### config.mk
export PLATFORM = sky130hd
export DESIGN_NAME = ucsbece154b_issue_scheduler
export DESIGN_NICKNAME = d
export VERILOG_FILES = /design/src/rtl/ucsbece154b_issue_scheduler.sv
export SDC_FILE = /design/constraint.sdc
export NUM_CORES = 1
export LEC_CHECK = 0
export CAP_MARGIN = 0
export CORE_MARGIN = 4
export CORE_UTILIZATION = 43
export CTS_CLUSTER_DIAMETER = 120
export CTS_CLUSTER_SIZE = 14
export DETAILED_ROUTE_END_ITERATION = 7
export SLEW_MARGIN = 20
export SYNTH_ARGS = -nofsm -noshare
export SYNTH_HDL_FRONTEND = slang
export SYNTH_SLANG_ARGS = --single-unit
### constraint.sdc
create_clock -name clk -period 20.6 [get_ports clk]
set_input_delay 4.12 -clock clk [delete_from_list [all_inputs] [get_ports clk]]
set_output_delay 4.12 -clock clk [all_outputs]
set_load 0.01 [all_outputs]
### src/rtl/ucsbece154b_issue_scheduler.sv
// ucsbece154b_issue_scheduler
//   In-order dual-issue scheduler sitting between fetch and the two decode
//   slots. Fetched instructions are buffered in a DEPTH-entry circular FIFO;
//   each cycle the one or two oldest entries are moved into the registered
//   decode slots. Slot 1 always carries the older instruction. Pairing is
//   refused when the head is control flow, when the pair has a RAW or WAW
//   register hazard, or when both are memory ops (single D-mem port).
//   Also counts single- and dual-issue cycles (saturating).
//
// Handshake: fetch presents FetchValidF_i (bit0 = InstrF_i, bit1 = InstrF2_i,
//   bit1 implies bit0); entries are accepted on a clock edge only when
//   FetchReady_o is high at that edge, otherwise the fetch is ignored and must
//   be re-presented. FetchReady_o depends only on the registered fill level.
//
// Ports
//   clk, reset                 clock, synchronous active-high reset
//   FetchValidF_i[1:0]         fetch-side valid per instruction
//   InstrF_i, InstrF2_i        older / younger fetched instruction
//   PCF_i                      PC of InstrF_i (InstrF2_i is at PCF_i+4)
//   FetchReady_o               at least two free FIFO entries
//   StallD_i                   hold decode slots and FIFO head
//   Flush_i                    discard FIFO contents and decode slots
//   InstrD_o/PCD_o             slot-1 instruction and PC
//   InstrD2_o/PCD2_o           slot-2 instruction and PC
//   IssueValidD_o/_D2_o        slot valids
//   SingleIssueCount_o         cycles that issued exactly one instruction
//   DualIssueCount_o           cycles that issued two instructions
module ucsbece154b_issue_scheduler #(
  parameter int DEPTH = 4,
  parameter int CNT_W = 32
) (
  input  logic             clk,
  input  logic             reset,
  input  logic [1:0]       FetchValidF_i,
  input  logic [31:0]      InstrF_i,
  input  logic [31:0]      InstrF2_i,
  input  logic [31:0]      PCF_i,
  output logic             FetchReady_o,
  input  logic             StallD_i,
  input  logic             Flush_i,
  output logic [31:0]      InstrD_o,
  output logic [31:0]      InstrD2_o,
  output logic [31:0]      PCD_o,
  output logic [31:0]      PCD2_o,
  output logic             IssueValidD_o,
  output logic             IssueValidD2_o,
  output logic [CNT_W-1:0] SingleIssueCount_o,
  output logic [CNT_W-1:0] DualIssueCount_o
);

  localparam int PW = $clog2(DEPTH);
  localparam logic [31:0] NOP = 32'h00000013;

  localparam logic [6:0] OP_LOAD   = 7'b0000011;
  localparam logic [6:0] OP_STORE  = 7'b0100011;
  localparam logic [6:0] OP_RTYPE  = 7'b0110011;
  localparam logic [6:0] OP_ITYPE  = 7'b0010011;
  localparam logic [6:0] OP_BRANCH = 7'b1100011;
  localparam logic [6:0] OP_JAL    = 7'b1101111;
  localparam logic [6:0] OP_JALR   = 7'b1100111;
  localparam logic [6:0] OP_LUI    = 7'b0110111;

  function automatic logic writesRd(input logic [6:0] op);
    return (op == OP_LOAD) || (op == OP_RTYPE) || (op == OP_ITYPE) ||
           (op == OP_JAL)  || (op == OP_JALR)  || (op == OP_LUI);
  endfunction

  function automatic logic readsRs1(input logic [6:0] op);
    return !((op == OP_JAL) || (op == OP_LUI));
  endfunction

  function automatic logic readsRs2(input logic [6:0] op);
    return (op == OP_RTYPE) || (op == OP_STORE) || (op == OP_BRANCH);
  endfunction

  function automatic logic isMem(input logic [6:0] op);
    return (op == OP_LOAD) || (op == OP_STORE);
  endfunction

  function automatic logic isCtrl(input logic [6:0] op);
    return (op == OP_BRANCH) || (op == OP_JAL) || (op == OP_JALR);
  endfunction

  logic [31:0] instrQ [DEPTH];
  logic [31:0] pcQ    [DEPTH];
  logic [PW-1:0] head, tail;
  logic [PW:0]   count;

  logic [PW-1:0] headP1, tailP1;
  logic [31:0]   h0Instr, h1Instr, h0Pc, h1Pc;
  logic [6:0]    op0, op1;
  logic [4:0]    rd0, rd1, rs1H1, rs2H1;
  logic          rawHaz, wawHaz, memPair, refusePair;
  logic          enq;
  logic [PW:0]   enqCnt, deqCnt;
  logic [1:0]    issueN;

  assign headP1 = head + 1'b1;
  assign tailP1 = tail + 1'b1;

  assign h0Instr = instrQ[head];
  assign h1Instr = instrQ[headP1];
  assign h0Pc    = pcQ[head];
  assign h1Pc    = pcQ[headP1];

  assign op0   = h0Instr[6:0];
  assign op1   = h1Instr[6:0];
  assign rd0   = h0Instr[11:7];
  assign rd1   = h1Instr[11:7];
  assign rs1H1 = h1Instr[19:15];
  assign rs2H1 = h1Instr[24:20];

  // Hazards only matter when H0 actually produces a non-x0 result.
  assign rawHaz = writesRd(op0) && (rd0 != 5'd0) &&
                  ((readsRs1(op1) && (rs1H1 == rd0)) ||
                   (readsRs2(op1) && (rs2H1 == rd0)));
  assign wawHaz = writesRd(op0) && writesRd(op1) && (rd0 != 5'd0) && (rd0 == rd1);
  assign memPair = isMem(op0) && isMem(op1);
  assign refusePair = isCtrl(op0) || rawHaz || wawHaz || memPair;

  assign FetchReady_o = (32'(count) <= DEPTH - 2);

  assign enq    = FetchReady_o && (FetchValidF_i != 2'b00) && !Flush_i;
  assign enqCnt = !enq ? '0 : (FetchValidF_i[1] ? (PW+1)'(2) : (PW+1)'(1));
  assign deqCnt = (PW+1)'(issueN);

  // Number of head entries moved to decode this edge. Decided purely from
  // registered FIFO state, so a freshly written entry waits one edge.
  always_comb begin
    issueN = 2'd0;
    if (!StallD_i && !Flush_i) begin
      if (count == '0)
        issueN = 2'd0;
      else if ((count == (PW+1)'(1)) || refusePair)
        issueN = 2'd1;
      else
        issueN = 2'd2;
    end
  end

  always_ff @(posedge clk) begin
    if (reset) begin
      head               <= '0;
      tail               <= '0;
      count              <= '0;
      InstrD_o           <= NOP;
      InstrD2_o          <= NOP;
      PCD_o              <= '0;
      PCD2_o             <= '0;
      IssueValidD_o      <= 1'b0;
      IssueValidD2_o     <= 1'b0;
      SingleIssueCount_o <= '0;
      DualIssueCount_o   <= '0;
    end else if (Flush_i) begin
      // Flush wins over stall and drops any same-cycle fetch; counters keep history.
      head           <= '0;
      tail           <= '0;
      count          <= '0;
      InstrD_o       <= NOP;
      InstrD2_o      <= NOP;
      PCD_o          <= '0;
      PCD2_o         <= '0;
      IssueValidD_o  <= 1'b0;
      IssueValidD2_o <= 1'b0;
    end else begin
      if (enq) begin
        instrQ[tail] <= InstrF_i;
        pcQ[tail]    <= PCF_i;
        if (FetchValidF_i[1]) begin
          instrQ[tailP1] <= InstrF2_i;
          pcQ[tailP1]    <= PCF_i + 32'd4;
        end
        tail <= tail + PW'(enqCnt);
      end

      if (!StallD_i) begin
        IssueValidD_o  <= (issueN != 2'd0);
        IssueValidD2_o <= (issueN == 2'd2);
        InstrD_o       <= (issueN != 2'd0) ? h0Instr : NOP;
        PCD_o          <= (issueN != 2'd0) ? h0Pc    : 32'd0;
        InstrD2_o      <= (issueN == 2'd2) ? h1Instr : NOP;
        PCD2_o         <= (issueN == 2'd2) ? h1Pc    : 32'd0;
        head           <= head + PW'(issueN);
        if ((issueN == 2'd1) && (SingleIssueCount_o != '1))
          SingleIssueCount_o <= SingleIssueCount_o + 1'b1;
        if ((issueN == 2'd2) && (DualIssueCount_o != '1))
          DualIssueCount_o <= DualIssueCount_o + 1'b1;
      end

      count <= count + enqCnt - deqCnt;
    end
  end

endmodule

==> results of run 1 <==
==> metrics by stage <==
stage          instances  utilization [%]
2_1_floorplan       2112                -
3_3_place_gp        2951             50.3
3_5_place_dp        2951             50.3
4_1_cts             3017             52.4
5_1_grt             3022             52.4
6_report            3025             52.4
==> worst min-delay path: stages (launching register included) <==
cell     delay, ns
dfxtp_1       0.33
nand2_1       0.07
a21oi_1       0.05
==> cell type report <==
class	count	area [sq um]
repair buffers	323	3160
inverters	17	63.8
clock inverters	3	37.5
well taps	680	851
diodes	8	20.0
multi-input cells	1472	10200
clock buffers	63	1070
flip-flops and latches	459	11800
fillers	4576	24600
==> cells by family after synthesis <==
kind of cell | count (synthesis)
buffers and inverters | 181
AND/OR/NAND/NOR | 928
XOR/XNOR | 139
flip-flops | 459
multiplexers | 140
AO/OA/AOI/OAI | 256
adder cells (fa/ha/maj) | 9
==> final timing paths <==
kind                            depth (start not counted)        endpoint
worst max-delay path                                   10        count[2]
worst min-delay path                                    2  IssueValidD2_o
worst max register to register                         14        count[2]
worst min register to register                          2  IssueValidD2_o
==> power by group through the flow <==
stage	clock, W	sequential (W)	combinational (W)
floorplan	0	0.00102	0.0000925
global placement	0	0.00102	0.000153
detailed placement	0	0.00102	0.000156
CTS	0.000713	0.000997	0.000156
global route	0.000742	0.000998	0.000169
finish	0.000694	0.000997	0.000156
==> cell usage after synthesis, drive strengths merged (3+ instances only) <==
| library cell | count | area share, % |
|---|---|---|
| and3 | 23 | 0.64 |
| nor2 | 218 | 3.6 |
| or4 | 10 | 0.33 |
| mux4 | 129 | 13 |
| nand2 | 491 | 8.1 |
| nor3 | 18 | 0.42 |
| nor2b | 8 | 0.22 |
| o22ai | 6 | 0.17 |
| xor2 | 79 | 3.1 |
| mux2i | 7 | 0.31 |
| a22oi | 122 | 4.0 |
| ha | 7 | 0.39 |
| inv | 17 | 0.28 |
| o31ai | 9 | 0.30 |
| nand3 | 49 | 1.1 |
| nand4 | 23 | 0.73 |
| a21oi | 61 | 1.3 |
| nor4 | 11 | 0.33 |
| or4b | 3 | 0.13 |
| o211ai | 3 | 0.16 |
| dfxtp | 203 | 18 |
| and2 | 9 | 0.25 |
| mux2 | 4 | 0.20 |
| edfxtp | 256 | 34 |
| or3 | 47 | 1.3 |
| buf | 48 | 1.2 |
| clkbuf | 116 | 1.9 |
| xnor2 | 60 | 2.3 |
| and4 | 7 | 0.28 |
| o21ai | 48 | 1.1 |
==> metal layers <==
layer / up-vias / part of all wire (%) / routed length, um / track usage (%)
li1: 7973 / - / - / -
met1: 8802 / 42 / 29900 / 32.6
met2: 653 / 48 / 34300 / 41.0
met3: 117 / 6.8 / 4840 / 4.20
met4: 8 / 2.4 / 1710 / 6.94
met5: - / 0.082 / 58 / 0
==> sequential cells by signal, summed over array words and instances, names as in the netlist, named ones only <==
register            cells
pcQ                   128
InstrD_o               32
count                   3
IssueValidD_o           1
tail                    2
DualIssueCount_o       32
InstrD2_o              32
head                    2
IssueValidD2_o          1
SingleIssueCount_o     32
instrQ                128
PCD_o                  32
PCD2_o                 32
==> impl_metrics.ini, run 1 <==
[timing]
min_period_ns = 7.30
max_freq_mhz = 137
fin_hold_ws_ns = 0.497
finalCritPeriodShare_pct = 35.4
relSlewSlack_pct = 24.1
layout_setup_ws_ns = 13.30
finalSetupTns_ns = 0
hold_viol = 0
final_max_slew_viol_count = 0
fin_skew_ns = 0.0235
tightest_slew_ns = 1.14
rsz0062_at_grt = false
setup_violations = 0

[worst_setup_path]
crit_start = Flush_i
crit_chain = clkdlybuf4s50_1, nor3_1, nand2_1, inv_2, buf_4, fa_1, fa_1, xnor2_1, xnor2_1, nor2_1
critPathKind = input port to flip-flop
reg2reg_slack_ns = 14.69
critPathSlowestCell = buf_4
crit_family = buffers and inverters
critical_path.max_stage_delay_ns = 0.72
crit_required_ns = 21.03
path_max_fanout = 62
reg2reg_from = head[0]
worst_setup_path_start_kind = input port
critPathCaptureType = flip-flop
cp_data_arrival_time_ns = 7.73
path_buf_inv = 3

[flow_run]
drv_cap = 0

[floorplan]
ioPinCount = 297
fp.dieH_um = 237
core_area_sq_mm = 0.0517
rows = 83
dieArea_sq_mm = 0.0564
initial_core_util_pct = 43.8
die_width_um = 237

[clocking]
htreeDepth = 2
clock_path_buffers = 3
cts_made_buffers = 38
cts_tree = built
cts_setup_buffers = 0
clk_latency_ns = 0.57
postCtsHoldBufs = 0
cts_root_buf = clkbuf_16
path_clk_slew_ns = 0.08
clock-sinks = 459
cts-resized-gates = 0

[global_routing]
grt_pass1_vias = 17300
gr-usage-all-layers_pct = 24.3
grt_overflow = 0
antenna_found_initial = 11
grt_pass1_wl_mm = 106
grt_max_degree = 87

[pwr]
internal_power_w = 0.00141
leakagePower_nw = 8.99
pwr-share-comb_pct = 8.4
peakVddDrop_mv = 0.0530
total_power_w = 0.00185
pwr-share-clk_pct = 37.6
power.density_mw_per_mm2 = 68.1
pwr-share-seq_pct = 54.0
switchingPower_w = 0.000441
switching_share_pct = 23.9

[cells_and_area]
layout_common_cells = nand2_1 (489), clkdlybuf4s50_1 (294), edfxtp_1 (256)
drive_above_1_share_pct = 9.84
nets = 2422
areaGrowthSynthToFinish_pct = 19.9
stdcell_area_sq_mm = 0.0271
final_common_cell = nand2_1

[synth]
yosys_warnings = 0
synth_enable_flop_cells = 256
netlist_area_sq_mm = 0.0226
syn_nets = 2223
synth_mux_area_share_pct = 13.3
yosys.area_share.simple_pct = 17.9
avgSynthCellArea_sq_um = 10.7
ys_seq_area_share_pct = 51.9
synth_fa_ha_area_share_pct = 0.564
netlist_instances = 2112
ys_types = 61
synth_xor_xnor_area_share_pct = 5.38
ys_ff_latch = 459
synth_top_family_by_area = simple AND/OR/NAND/NOR gates
ys.flop_type = edfxtp_1
async_flop_share_pct = 0
synth_compound_area_share_pct = 7.39

[routing]
vias = 17600
drt_iter0_drc = 1693
drt-total-wl_mm = 70.8
first_pass_iters = 5
wl_per_cell_um = 23.4
antenna_left = 0
drc_errors = 0
viasPerCell = 5.80

[placement]
pre_cts_slack_ns = 12.75
gp_routability_congestion = 0.828
post_dp_cell_area_sq_mm = 0.0260
port_buffers = 296
hpwl_mm = 43.8

[hold_path]
min_path_type = flip-flop to flip-flop
min-delay-start = IssueValidD2_o

[status]
status = completed
Note: power is estimated with default switching activity, not from simulation.
==> run 2, diff against run 1 <==
clock period = 7.35 ns   (was 20.6 ns; I/O delays follow)
==> run 2 against run 1 <==
Effect of this change:
- sequential share of layout area shrank 0.084 points
- clock skew shrank 0.014 ns
- non-clock buffer count grew 3
- flip-flop and latch count is the same
- clock power grew to 2.8 times the previous value
- die area is the same
- count of clock-buffer cells in the layout grew 2
- power grew to 2.8 times the previous value
- worst hold slack lost 0.0014 ns
- wire length shrank 2.1%
- setup slack lost 11 ns
- largest cell class unchanged
- highest routed layer unchanged
==> impl_metrics.ini, run 2 (synthesis gave the netlist of run 1 again) <==
[placement]
pre_cts_slack_ns = 1.99
port_buffers = 296
hpwl_mm = 45.4
gp_routability_congestion = 0.839
placed_cells = 2954

[cells_and_area]
drive_above_1_share_pct = 9.96
largestRegisters = instrQ x128, pcQ x128
layout_common_cells = nand2_1 (489), clkdlybuf4s50_1 (294), edfxtp_1 (256)
final_cell_count_no_fill = 3025
nets = 2425
final_common_cell = nand2_1
areaGrowthSynthToFinish_pct = 20.1
nFillCells = 4558

[pwr]
switching_share_pct = 23.4
peakVddDrop_mv = 0.146
pwr-share-clk_pct = 37.8
total_power_w = 0.00519
leakagePower_nw = 9.02
power.density_mw_per_mm2 = 191
pwr-share-seq_pct = 53.9
switchingPower_w = 0.00121
pwr-share-comb_pct = 8.3
internal_power_w = 0.00398

[floorplan]
initial_core_util_pct = 43.8
die_width_um = 237
dieArea_sq_mm = 0.0564
core_area_sq_mm = 0.0517
rows = 83
ioPinCount = 297
fp.dieH_um = 237

[timing]
hold_viol = 0
finalSetupTns_ns = 0
rsz0062_at_grt = false
finalCritPeriodShare_pct = 72.2
min_period_ns = 5.31
fin_hold_ws_ns = 0.496
relSlewSlack_pct = 29.0
layout_setup_ws_ns = 2.04
max_freq_mhz = 188
fin_skew_ns = 0.00978
setup_violations = 0
final_max_slew_viol_count = 0
tightest_slew_ns = 1.06

[worst_setup_path]
cp_data_arrival_time_ns = 5.72
critPathKind = flip-flop to flip-flop
critPathSlowestCell = dfxtp_4
path_max_fanout = 62
crit_chain = buf_4, mux4_2, xor2_1, nor4_1, nand4_1, and4_4, nand2_1, inv_2, buf_4, fa_1, fa_1, xnor2_1, xnor2_1, nor2_1
worst_setup_path_start_kind = flip-flop
critPathCaptureType = flip-flop
critical_path.max_stage_delay_ns = 0.89
crit_required_ns = 7.76

[clocking]
clk_latency_ns = 0.56
cts_tree = built
clock-sinks = 459
cts_root_buf = clkbuf_16
path_clk_slew_ns = 0.07
cts_made_buffers = 38
postCtsHoldBufs = 0
htreeDepth = 2
cts_setup_buffers = 0
clock_path_buffers = 3
cts-resized-gates = 0

[routing]
drt-total-wl_mm = 69.3
viasPerCell = 5.74
vias = 17400
antenna_left = 0
wl_per_cell_um = 22.9
drt_iter0_drc = 1628
first_pass_iters = 6
drc_errors = 0

[global_routing]
gr-usage-all-layers_pct = 23.9
antenna_found_initial = 8
grt_pass1_wl_mm = 105
grt_pass1_vias = 17100
grt_max_degree = 93
grt_overflow = 0

[status]
status = completed

[flow_run]
drv_cap = 0

[hold_path]
min_path_type = flip-flop to flip-flop
-- run 2: layer usage --
layer / routed length [um] / track usage, % / part of all wire, % / up-vias
met3: 5050 / 4.34 / 7.3 / 86
met1: 29400 / 32.3 / 42 / 8642
li1: - / - / - / 7971
met4: 1320 / 6.37 / 1.9 / 8
met2: 33500 / 40.1 / 48 / 661
met5: 35 / 0 / 0.051 / -
-- run 2: worst max-delay path, delay by kind of cell, from the launching register on --
family / cells / cell delay (ns)
xor gates and xnor gates: 3 / 0.47
adders and majority gates: 2 / 1.03
muxes: 1 / 0.62
buffers and inverters: 3 / 1.31
and+or+nand+nor: 5 / 0.77
DFF: 1 / 0.89
-- run 2: final timing paths --
check | startpoint | end | slack [ns] | cells after the start
worst max-delay path | head[1] | count[2] | 2.04 | 14
worst min-delay path | IssueValidD2_o | IssueValidD2_o | 0.50 | 2
worst max register to register | head[1] | count[2] | 2.04 | 14
worst min register to register | IssueValidD2_o | IssueValidD2_o | 0.50 | 2
-- run 2: power groups by stage --
stage / sequential (W) / clock, W / combinational (W)
after floorplan: 0.00285 / 0 / 0.000259
after global placement: 0.00285 / 0 / 0.000426
after detailed placement: 0.00285 / 0 / 0.000432
after CTS: 0.00280 / 0.00200 / 0.000434
after global routing: 0.00280 / 0.00211 / 0.000469
final: 0.00280 / 0.00196 / 0.000433
-- run 2: final cells by class --
cell class / count / area [sq um] / share of cell area, %
Antenna cell: 5 / 12.5 / 0.0460
Tap cell: 680 / 851 / 3.13
Inverter: 17 / 63.8 / 0.235
Sequential cell: 459 / 11800 / 43.3
Clock inverter: 1 / 5.00 / 0.0184
Clock buffer: 65 / 1120 / 4.11
Multi-Input combinational cell: 1472 / 10200 / 37.4
Timing Repair Buffer: 326 / 3200 / 11.8
-- run 2: stage by stage --
step	area, sq um	util, %
floorplan	22600	-
global placement	26000	50.3
detailed placement	26000	50.3
CTS	27200	52.5
global route	27200	52.5
finish	27200	52.5
